## src/rtl/calc_cmd_packer.sv

```systemverilog
// calc_cmd_packer
//   Host-side transmitter for the calc operand stream. Captures one command
//   (a, b, app, sel) and writes it as a 5-word, 48-bit frame into the FIFO
//   that feeds calc.datain. The FIFO full flag throttles the writes. Each
//   frame carries a 16-bit sequence number and a checksum, so the receiver
//   can detect framing loss.
//
//   Frame: W0 = {SYNC_BYTE, 5'b0, app, 7'b0, sel, 8'd4, seq}
//          W1 = a[79:32]   W2 = {a[31:0], b[79:64]}   W3 = b[63:16]
//          W4 = {b[15:0], 16'h0000, chk}
//          chk = XOR of every 16-bit lane of W0..W3, XORed with b[15:0]
//
// Handshake: cmd_valid/cmd_ready follow strict valid/ready semantics. The
//   command transfers on the rising edge where both are high. The host must
//   hold cmd_valid and the command stable until that edge. cmd_ready never
//   depends on cmd_valid.
//
// Ports:
//   clk, rst            clock; asynchronous active-high reset
//   cmd_a, cmd_b        80-bit operands
//   cmd_app, cmd_sel    operation code / select
//   cmd_valid/ready     command handshake
//   full                FIFO full (sampled every cycle in SEND)
//   dataout, wren       registered FIFO write data / strobe
//   busy                frame in progress (capture through GAP)
//   frame_done          one-cycle pulse on the edge after W4 is written
module calc_cmd_packer #(
  parameter logic [7:0]  SYNC_BYTE  = 8'hA5,
  parameter int unsigned GAP_CYCLES = 0
) (
  input  logic        clk,
  input  logic        rst,
  input  logic [79:0] cmd_a,
  input  logic [79:0] cmd_b,
  input  logic [2:0]  cmd_app,
  input  logic        cmd_sel,
  input  logic        cmd_valid,
  output logic        cmd_ready,
  input  logic        full,
  output logic [47:0] dataout,
  output logic        wren,
  output logic        busy,
  output logic        frame_done
);

  typedef enum logic [1:0] {IDLE = 2'd0, SEND = 2'd1, GAP = 2'd2} state_t;

  localparam logic [3:0] GAP_N     = 4'(GAP_CYCLES);
  localparam logic [2:0] LAST_IDX  = 3'd4;
  // idx 5 is a non-writing step after W4. It produces the frame_done pulse and
  // the seq increment one edge after the last write.
  localparam logic [2:0] FLUSH_IDX = 3'd5;

  state_t      state_q, state_d;
  logic [2:0]  idx_q, idx_d;
  logic [3:0]  gap_q, gap_d;
  logic [15:0] seq;

  logic [79:0] a_q, b_q;
  logic [2:0]  app_q;
  logic        sel_q;

  logic        accept;
  logic        wr_d, done_d;
  logic [47:0] w0, w1, w2, w3, w4, word;
  logic [15:0] chk;

  assign accept = cmd_valid && cmd_ready;

  // State register and registered outputs
  always_ff @(posedge clk or posedge rst) begin
    if (rst) begin
      state_q    <= IDLE;
      idx_q      <= 3'd0;
      gap_q      <= 4'd0;
      seq        <= 16'd0;
      a_q        <= 80'd0;
      b_q        <= 80'd0;
      app_q      <= 3'd0;
      sel_q      <= 1'b0;
      dataout    <= 48'd0;
      wren       <= 1'b0;
      frame_done <= 1'b0;
    end else begin
      state_q    <= state_d;
      idx_q      <= idx_d;
      gap_q      <= gap_d;
      wren       <= wr_d;
      frame_done <= done_d;
      // dataout holds its last value while the FIFO stalls the frame
      if (wr_d)   dataout <= word;
      if (done_d) seq     <= seq + 16'd1;
      if (accept) begin
        a_q   <= cmd_a;
        b_q   <= cmd_b;
        app_q <= cmd_app;
        sel_q <= cmd_sel;
      end
    end
  end

  // Next-state logic
  always_comb begin
    state_d = state_q;
    idx_d   = idx_q;
    gap_d   = gap_q;
    case (state_q)
      IDLE: begin
        if (accept) begin
          state_d = SEND;
          idx_d   = 3'd0;
        end
      end
      SEND: begin
        if (idx_q == FLUSH_IDX) begin
          state_d = (GAP_N == 4'd0) ? IDLE : GAP;
          idx_d   = 3'd0;
          gap_d   = GAP_N;
        end else if (!full) begin
          idx_d = idx_q + 3'd1;
        end
      end
      GAP: begin
        if (gap_q <= 4'd1) begin
          state_d = IDLE;
          gap_d   = 4'd0;
        end else begin
          gap_d = gap_q - 4'd1;
        end
      end
      default: begin
        state_d = IDLE;
        idx_d   = 3'd0;
        gap_d   = 4'd0;
      end
    endcase
  end

  // Output / datapath logic
  always_comb begin
    w0  = {SYNC_BYTE, 5'b0, app_q, 7'b0, sel_q, 8'd4, seq};
    w1  = a_q[79:32];
    w2  = {a_q[31:0], b_q[79:64]};
    w3  = b_q[63:16];
    chk = w0[47:32] ^ w0[31:16] ^ w0[15:0]
        ^ w1[47:32] ^ w1[31:16] ^ w1[15:0]
        ^ w2[47:32] ^ w2[31:16] ^ w2[15:0]
        ^ w3[47:32] ^ w3[31:16] ^ w3[15:0]
        ^ b_q[15:0];
    w4  = {b_q[15:0], 16'h0000, chk};
    case (idx_q)
      3'd1:    word = w1;
      3'd2:    word = w2;
      3'd3:    word = w3;
      3'd4:    word = w4;
      default: word = w0;
    endcase
    // The decision uses the full flag of this cycle, so a write is never
    // issued from a cycle in which full is high.
    wr_d      = (state_q == SEND) && (idx_q <= LAST_IDX) && !full;
    done_d    = (state_q == SEND) && (idx_q == FLUSH_IDX);
    busy      = (state_q != IDLE);
    // cmd_ready is forced low while rst is asserted. It rises as soon as rst
    // is released.
    cmd_ready = !rst && (state_q == IDLE) && (gap_q == 4'd0);
  end

endmodule

```

## config.mk

```make
export PLATFORM = sky130hd
export DESIGN_NAME = calc_cmd_packer
export DESIGN_NICKNAME = d
export VERILOG_FILES = /design/src/rtl/calc_cmd_packer.sv
export SDC_FILE = /design/constraint.sdc
export NUM_CORES = 1
export LEC_CHECK = 0
export CORE_MARGIN = 2
export CORE_UTILIZATION = 50
export CTS_CLUSTER_SIZE = 24
export DETAILED_ROUTE_END_ITERATION = 12
export GPL_TIMING_DRIVEN = 0
export PLACE_DENSITY = 0.8
export SLEW_MARGIN = 20
export SYNTH_ARGS = -nofsm -noshare
export SYNTH_HDL_FRONTEND = slang
export SYNTH_SLANG_ARGS = --single-unit
```

## constraint.sdc

```tcl
create_clock -name clk -period 8.9 [get_ports clk]
set_input_delay 0.89 -clock clk [delete_from_list [all_inputs] [get_ports clk]]
set_output_delay 0.89 -clock clk [all_outputs]
set_load 0.005 [all_outputs]
```

==> results by group <==
Pwr
  – Combinational Power Share: 0.503
  – P_sw: 0.00239 W
  – Lkg Pwr: 6.78 nW
  – Sequential share of power: 0.336
  – P_int: 0.00383 W
  – Clock power frac: 0.161
  – Max rail drop VDD: 0.175 mV
  – Pwr Total: 0.00622 W
  – Switching share of power: 0.385
  – Pwr dens: 422 nW/um^2

Synthesis
  – Asr flop ratio synth: 1.00
  – Post-Syn Instances: 1,238
  – Ys flop type: dfrtp_1
  – Yosys top cell area share: 0.515
  – Syn avg cell area: 9.19 um^2
  – Top post-synthesis cells by area: dfrtp_1, nand2_1, xnor2_1, xnor3_1, xor2_1
  – Yosys warnings: 0
  – Cell taking the most area after synthesis: dfrtp_1
  – Number of flops mapped to enable cells by yosys: 0
  – FF+latch count, synth: 234
  – Sequential area share after synthesis: 0.515
  – Post-synthesis cell area: 11,400 um^2
  – Mapped Nets: 1,408
  – Netlist cell types: 41

Worst setup path
  – WP data arrival: 2.11 ns
  – CP Capture Type: primary output
  – Required @ worst endpoint: 8.01 ns
  – Critical path class: in -> out
  – Startpoint types: primary input
  – R2r worst-path depth: 7
  – Worst Path Max Fanout: 3

Route
  – # DRC: 0
  – Routed Antenna Nets: 0
  – Max layer used: met4
  – Drt pass-1 iters: 5
  – Wl on met1: 15,500 um
  – Via density: 5.85
  – Initial DRC count: 1,318
  – Routed wl met3: 5120 um
  – Wire length on met2: 18,400 um
  – Drt wl/cell: 23.0 um
  – Vias: 10,400
  – Post-Route WL: 41,000 um

CTS
  – CTS max path bufs: 3
  – CTS Buf Count: 25
  – Root buf cell: clkbuf_16
  – Post-cts sizing count: 0
  – TritonCTS clock tree: yes
  – Clock Sinks: 234
  – Clk_lat worst skew: 0.54 ns
  – # hold bufs at CTS: 0
  – H-tree lvl count: 1
  – CTS clk-pin slew, worst paths: 0.05 ns
  – Post-CTS setup buffer count: 0

Timing
  – RSZ-0062 raised after global routing: false
  – Rel. slew slack: 0.335
  – Final Setup Violations: 0
  – Final worst slack: 5.90 ns
  – Post-route clock period utilization: 0.337
  – FMAX: 333 MHz
  – Final Hold Fails: 0
  – Final Critical Period: 3.00 ns
  – Worst slew pin tran: 0.997 ns
  – Max Slew Vio Count: 0
  – Worst Skew: 0.0163 ns

Worst hold path
  – Worst hold path type: reg -> reg
  – Worst hold path stage count: 2

Status
  – Status: finished clean

Layout
  – Share of cells above drive strength 1: 0.0421
  – Sequential Area: 5860 um^2
  – # nets final: 1,656
  – Layout area overhead: 29.6%
  – Multi-input gate area: 5190 um^2
  – Most frequent cells in the layout: nand2_1, dfrtp_1, clkdlybuf4s50_1
  – Most common cell after layout, fill and taps aside: nand2_1
  – Inserted Diodes: 0
  – Fillers: 1,798

Global route
  – Largest net degree at the start of global routing: 94
  – GRT Util Overall: 0.343
  – Number of global-route vias before repair: 10,500
  – Grt ovf: 0
  – First-pass GRT wire length: 60,500 um
  – Initial antenna violation count: 0

Placement
  – Final Wtd Congestion: 0.929
  – Dpl hpwl: 28,300 um
  – Port Buffers: 219
  – Pre-CTS WS: 5.60 ns

Die
  – IO Count: 220
  – Core area: 22,500 um^2
  – Die footprint: 24,000 um^2
  – Die W: 155 um
  – Die Y: 155 um
  – # rows: 55
  – Initial Util: 0.505

Run
  – Max-cap violations: 0
==> worst paths after layout <==
check | slack [ns] | to | start
min in group asynchronous | 0.88 | state_q[0]$_DFFE_PP0P_ | rst
setup reg to reg | 6.14 | dataout[45]$_DFFE_PP0P_ | idx_q[2]$_DFFE_PP0P_
hold / removal | 0.51 | dataout[19]$_DFFE_PP0P_ | dataout[19]$_DFFE_PP0P_
setup / recovery | 5.90 | cmd_ready | rst
max in group asynchronous | 7.12 | b_q[44]$_DFFE_PP0P_ | rst
hold reg to reg | 0.51 | dataout[19]$_DFFE_PP0P_ | dataout[19]$_DFFE_PP0P_
==> worst max-delay path, stage by stage <==
cell             delay (ns)
clkdlybuf4s50_1        0.51
nor2_1                 0.19
clkdlybuf4s50_1        0.52
==> logic make-up after synthesis <==
family	synth area share
simple gates	0.210
mux	0.00198
compound gates	0.0961
buf+inv	0.0290
fa+ha+maj	0.00220
xor+xnor	0.146
flops	0.515
==> sequential cells by signal, indices dropped and copies added, names as in the netlist <==
name        flops
sel_q           1
b_q            80
state_q         1
dataout        48
idx_q           3
frame_done      1
a_q            80
app_q           3
seq            16
wren            1
==> metrics by stage <==
step	cells	utilization	setup TNS [ns]	cell area, um^2	hold slack [ns]
after floorplan	1238	-	0	11400	0.473
after global placement	1742	0.619	-314.47	13900	0.497
after detailed placement	1744	0.622	0	14000	0.480
after CTS	1782	0.655	0	14700	0.505
after global routing	1782	0.655	0	14700	0.532
final	1782	0.655	0	14700	0.509
==> cell type report <==
| type | instances | area share |
|---|---|---|
| plain buffers | 74 | 0.0214 |
| repair buffers | 221 | 0.152 |
| multi-input cells | 926 | 0.352 |
| well taps | 285 | 0.0242 |
| flip-flops and latches | 234 | 0.397 |
| clock inverters | 2 | 0.00263 |
| clock buffers | 36 | 0.0486 |
| inverters | 4 | 0.00153 |
==> per-layer routing <==
metal / vias up / track usage
met2: 728 / 0.535
met5: - / 0.00621
li1: 4547 / -
met4: 0 / 0.159
met1: 4999 / 0.453
met3: 155 / 0.0866
==> synthesized netlist by cell type, drive strengths merged, types with 3 or more instances <==
cell type / instances
nand2: 539
dfrtp: 234
xnor2: 121
clkbuf: 42
o21ai: 33
buf: 32
nor2: 29
a22oi: 28
xor2: 27
a21oi: 18
or3: 17
a2111oi: 16
a222oi: 16
a22o: 16
xnor3: 16
a31oi: 15
nand4: 5
a221oi: 4
a41oi: 3
and2: 3
inv: 3
nor3: 3
==> power groups by stage <==
stage	combinational (W)	sequential, W	clock, W
final	0.00313	0.00209	0.00100
after global routing	0.00335	0.00213	0.00104
after CTS	0.00308	0.00207	0.000998
after detailed placement	0.00305	0.00208	0
after global placement	0.00296	0.00206	0
after floorplan	0.00221	0.00192	0
No activity file was read; power rests on OpenSTA's default activity.
